File: config.mk
export PLATFORM = sky130hd
export DESIGN_NAME = mux_rr_pipe
export DESIGN_NICKNAME = d
export VERILOG_FILES = /design/src/rtl/mux_rr_pipe.sv
export SDC_FILE = /design/constraint.sdc
export NUM_CORES = 1
export LEC_CHECK = 0
export CAP_MARGIN = 20
export CELL_PAD_IN_SITES_DETAIL_PLACEMENT = 1
export CELL_PAD_IN_SITES_GLOBAL_PLACEMENT = 2
export CORE_MARGIN = 3
export CORE_UTILIZATION = 17
export DETAILED_ROUTE_END_ITERATION = 12
export PLACE_DENSITY_LB_ADDON = 0.08
export SETUP_SLACK_MARGIN = 0.1
export SYNTH_ARGS = -nofsm -noshare
export SYNTH_HDL_FRONTEND = slang
export SYNTH_SLANG_ARGS = --single-unit
File: constraint.sdc
create_clock -name CLK -period 2 [get_ports CLK]
set_input_delay 0.3 -clock CLK [delete_from_list [all_inputs] [get_ports CLK]]
set_output_delay 0.3 -clock CLK [all_outputs]
set_load 0.005 [all_outputs]
File: src/rtl/mux_rr_pipe.sv
// NCH-way WIDTH-bit channel mux with a fixed or round-robin grant, feeding one
// registered valid/ready output stage (no skid buffer; OUT_READY reaches IN_READY).
module mux_rr_pipe #(
    parameter int WIDTH = 32,
    parameter int NCH   = 4,
    parameter int SELW  = 2
) (
    input  logic                  CLK,
    input  logic                  CLRN,
    input  logic                  MODE,
    input  logic [SELW-1:0]       S,
    input  logic [NCH*WIDTH-1:0]  IN_DATA,
    input  logic [NCH-1:0]        IN_VALID,
    output logic [NCH-1:0]        IN_READY,
    output logic [WIDTH-1:0]      OUT_DATA,
    output logic [SELW-1:0]       OUT_CH,
    output logic                  OUT_VALID,
    input  logic                  OUT_READY
);

    logic [SELW-1:0]  ptr;
    logic [SELW-1:0]  grant;
    logic [SELW-1:0]  k_sel;
    logic             grant_vld;
    logic             load_en;
    logic [WIDTH-1:0] ch_data [NCH];

    assign load_en = ~OUT_VALID | OUT_READY;

    for (genvar g = 0; g < NCH; g++) begin : g_ch
        assign ch_data[g]  = IN_DATA[g*WIDTH +: WIDTH];
        assign IN_READY[g] = CLRN & load_en & grant_vld & (grant == SELW'(g));
    end

    // Round-robin scans channels above ptr first, then wraps to 0..ptr.
    always_comb begin
        grant     = '0;
        grant_vld = 1'b0;
        k_sel     = '0;
        if (!MODE) begin
            for (int unsigned k = 0; k < NCH; k++) begin
                k_sel = SELW'(k);
                if (k_sel == S && IN_VALID[k_sel]) begin
                    grant     = k_sel;
                    grant_vld = 1'b1;
                end
            end
        end else begin
            for (int unsigned k = 0; k < NCH; k++) begin
                k_sel = SELW'(k);
                if (!grant_vld && k_sel > ptr && IN_VALID[k_sel]) begin
                    grant     = k_sel;
                    grant_vld = 1'b1;
                end
            end
            for (int unsigned k = 0; k < NCH; k++) begin
                k_sel = SELW'(k);
                if (!grant_vld && k_sel <= ptr && IN_VALID[k_sel]) begin
                    grant     = k_sel;
                    grant_vld = 1'b1;
                end
            end
        end
    end

    always_ff @(posedge CLK) begin
        if (!CLRN) begin
            OUT_VALID <= 1'b0;
            OUT_DATA  <= '0;
            OUT_CH    <= '0;
            ptr       <= SELW'(NCH - 1);
        end else if (load_en) begin
            if (grant_vld) begin
                OUT_VALID <= 1'b1;
                OUT_DATA  <= ch_data[grant];
                OUT_CH    <= grant;
                if (MODE) begin
                    ptr <= grant;
                end
            end else begin
                OUT_VALID <= 1'b0;
            end
        end
    end

endmodule

==> results.json <==
{
  "outcome": "finished, violations left",
  "failed_checks": "negative setup slack",
  "finalWorstSetupSlack_ns": -0.194,
  "io_buffers": 176,
  "initial_core_util_pct": 17.6,
  "synthDominantCellAreaShare_pct": 31.3,
  "place_worst_setup_slack_ns": -1.01,
  "worst-endpoint-arrival_ns": 1.89,
  "synth_enable_flop_cells": 0,
  "synth_fp_nets": 368,
  "tritoncts": "built",
  "slew_violations": 0,
  "route.antenna.remaining_nets": 0,
  "fin_worst_hold_slack_ns": 0.464,
  "critPathSlowestCell": "or4_4",
  "report.final.hold_viol_count": 0,
  "sequential_to_total_area_share_from_yosys_stat_pct": 31.3,
  "synth.cell_area_um2": 2370,
  "routed_wirelength_um": 10200,
  "setup_viol": 34,
  "vias": 2531,
  "maxSlewHeadroom_pct": 66.5,
  "clock_insertion_delay_worst_skew_ns": 0.29,
  "wl_per_cell_um": 16.9,
  "cp-end-kind": "primary output",
  "max_freq_ghz": 0.456,
  "power.density_cell_area_nw_per_um2": 619,
  "worst-endpoint-required_ns": 1.70,
  "boundaryPins": 177,
  "path_clk_slew_ns": 0.06,
  "die_outline_area_um2": 15400,
  "detail_route.vias_per_cell": 4.21,
  "antenna_found_initial": 0,
  "postSynth.asyncResetShare_pct": 0,
  "ys_seq_elements": 37,
  "maximum_clock_insertion_buffer_count": 2,
  "dp_hpwl_um": 7650,
  "worst_ir_drop_vdd_mv": 0.265,
  "ctsHoldBuffers": 0,
  "first_iter_violations": 36,
  "grt_max_degree": 28,
  "grt_first_pass_wirelength_um": 14400,
  "globalRoute.totalOverflow": 0,
  "max_cap_violations": 0,
  "floorplan.rows": 42,
  "tightest_pin_transition_ns": 0.502,
  "slowest_delay_ns": 0.52,
  "yosys.cell_count.top_type": "mux2i_1",
  "global_route_usage_over_all_layers_pct": 12.4,
  "netlist_top_cells_count": "mux2i_1, dfxtp_1, nand2_1",
  "dieWidth_um": 124,
  "worstPathCellList": "buf_8, or4_4, mux2_4, and2_4, or3b_4, and2b_1, buf_2",
  "power.static_leakage_nw": 1.92,
  "buf_inv_on_cp": 2,
  "synth_cells": 230,
  "period_minus_slack_ns": 2.19,
  "cts-buffers-inserted": 5,
  "firstDrtPassIters": 2,
  "area_growth_syn_to_layout_pct": 106,
  "netlist_top_cells_area": "dfxtp_1, mux2i_1, o221ai_2",
  "critical-path-top-delay-family": "simple AND/OR/NAND/NOR gates",
  "num-nets-final": 562,
  "cp_max_fo": 3,
  "synth_area_leader_cell": "dfxtp_1",
  "finalClockSkew_ns": 0.00529,
  "grt_pass1_vias": 2606,
  "ctsRootBufferMaster": "clkbuf_16",
  "chipHeight_um": 124,
  "min-delay-path-class": "reg -> reg",
  "drc": 0,
  "cts_htree_levels": 2,
  "start_kind": "primary input",
  "grt_setup_unrepaired": "true",
  "synth_ff_type": "dfxtp_1",
  "start_to_end_type_of_the_worst_setup_path": "in -> out",
  "period_share_pct": 110,
  "n_fill_cell": 1536,
  "synth-warning-count": 0,
  "netlist-cell-type-count": 34,
  "place_congestion": 0.735,
  "syn_area_per_cell_um2": 10.3,
  "layout-drive-gt1-share_pct": 25.6,
  "antenna-diode-count": 0,
  "core_um2": 13500,
  "numClockSinks": 37
}
[tightest hold or removal path, stage by stage, from the launching register on]
cell      delay, ns
dfxtp_1        0.32
nand2_1        0.06
o221ai_2       0.05
[layout by cell type (no fill, tap or decap), drive strengths merged, types with 2 or more instances in the layout]
| cell type | count |
|---|---|
| nor2 | 3 |
| o21ai | 2 |
| nor2b | 3 |
| nand2 | 37 |
| clkbuf | 7 |
| mux2i | 68 |
| a21oi | 3 |
| nand3 | 2 |
| nand2b | 3 |
| dlygate4sd2 | 2 |
| clkdlybuf4s50 | 165 |
| and2 | 2 |
| buf | 39 |
| o221ai | 32 |
| dfxtp | 37 |
| inv | 4 |
[path summary, 6_finish.rpt]
kind                                                from  cells after the start                        end  slack, ns
worst max-delay path                         IN_VALID[2]                      7                IN_READY[0]      -0.19
worst min-delay path            OUT_DATA[1]$_SDFFE_PN0P_                      2   OUT_DATA[1]$_SDFFE_PN0P_       0.46
worst max register to register       ptr[1]$_SDFFE_PN1P_                      9  OUT_DATA[15]$_SDFFE_PN0P_      -0.04
worst min register to register  OUT_DATA[1]$_SDFFE_PN0P_                      2   OUT_DATA[1]$_SDFFE_PN0P_       0.46
[logic make-up (layout without fill, tap and decap cells)]
group / count (synthesis) / after routing / synth area share (%)
buffers and inverters: 24 / 219 / 6.70
flip-flops: 37 / 37 / 31.3
AO/OA/AOI/OAI: 45 / 45 / 20.9
multiplexers: 70 / 70 / 30.5
AND/OR/NAND/NOR: 54 / 54 / 10.7
[report_power, final]
group	switching [W]	total [W]	leakage, nW	internal, W
Combinational	0.000439	0.00118	1.53	0.000738
Sequential	0.0000519	0.000890	0.306	0.000838
Clock	0.000333	0.000957	0.0841	0.000624
Total	0.000823	0.00302	1.92	0.00220
[per-stage QoR]
step / instances / setup TNS [ns] / cell area [um2] / utilization, % / total power [W]
floorplan: 230 / -1.08 / 2430 / - / 0.00137
CTS: 600 / -2.19 / 4780 / 35.5 / 0.00304
global placement: 588 / -29.57 / 4530 / 33.6 / 0.00200
global route: 601 / -4.78 / 4880 / 36.3 / 0.00319
detailed placement: 588 / -30.60 / 4530 / 33.6 / 0.00202
finish: 601 / -1.61 / 4880 / 36.3 / 0.00302
[final cells by class]
type                       count  area [um2]  area share [%]
clock buffer                   7         143            2.92
clock inverter                 1        30.0           0.615
inverter                       4        15.0           0.308
multi-input combinational    169        1650            33.8
sequential                    37         743            15.2
tap                          176         220            4.51
timing repair buffer         207        2080            42.7
[registers in the layout, indices dropped and copies added (netlist names)]
signal,count
OUT_DATA,32
OUT_CH,2
ptr,2
OUT_VALID,1
[layer usage]
| layer | vias to the layer above | share of wire [%] | track usage (%) |
|---|---|---|---|
| li1 | 1255 | - | - |
| met1 | 1173 | 42 | 15.4 |
| met2 | 95 | 47 | 20.4 |
| met3 | 8 | 9.5 | 4.04 |
| met4 | 0 | 1.0 | 3.29 |
| met5 | - | 0 | 0 |
[timing repair]
item | 4_1_cts | 5_1_grt
setup endpoints to repair | 39 | 37
buffers inserted | 3 | 1
pin swaps | 5 | 5
gates resized for setup | 58 | 23
gates cloned | 1 | 0
No activity file was read; power rests on OpenSTA's default activity.
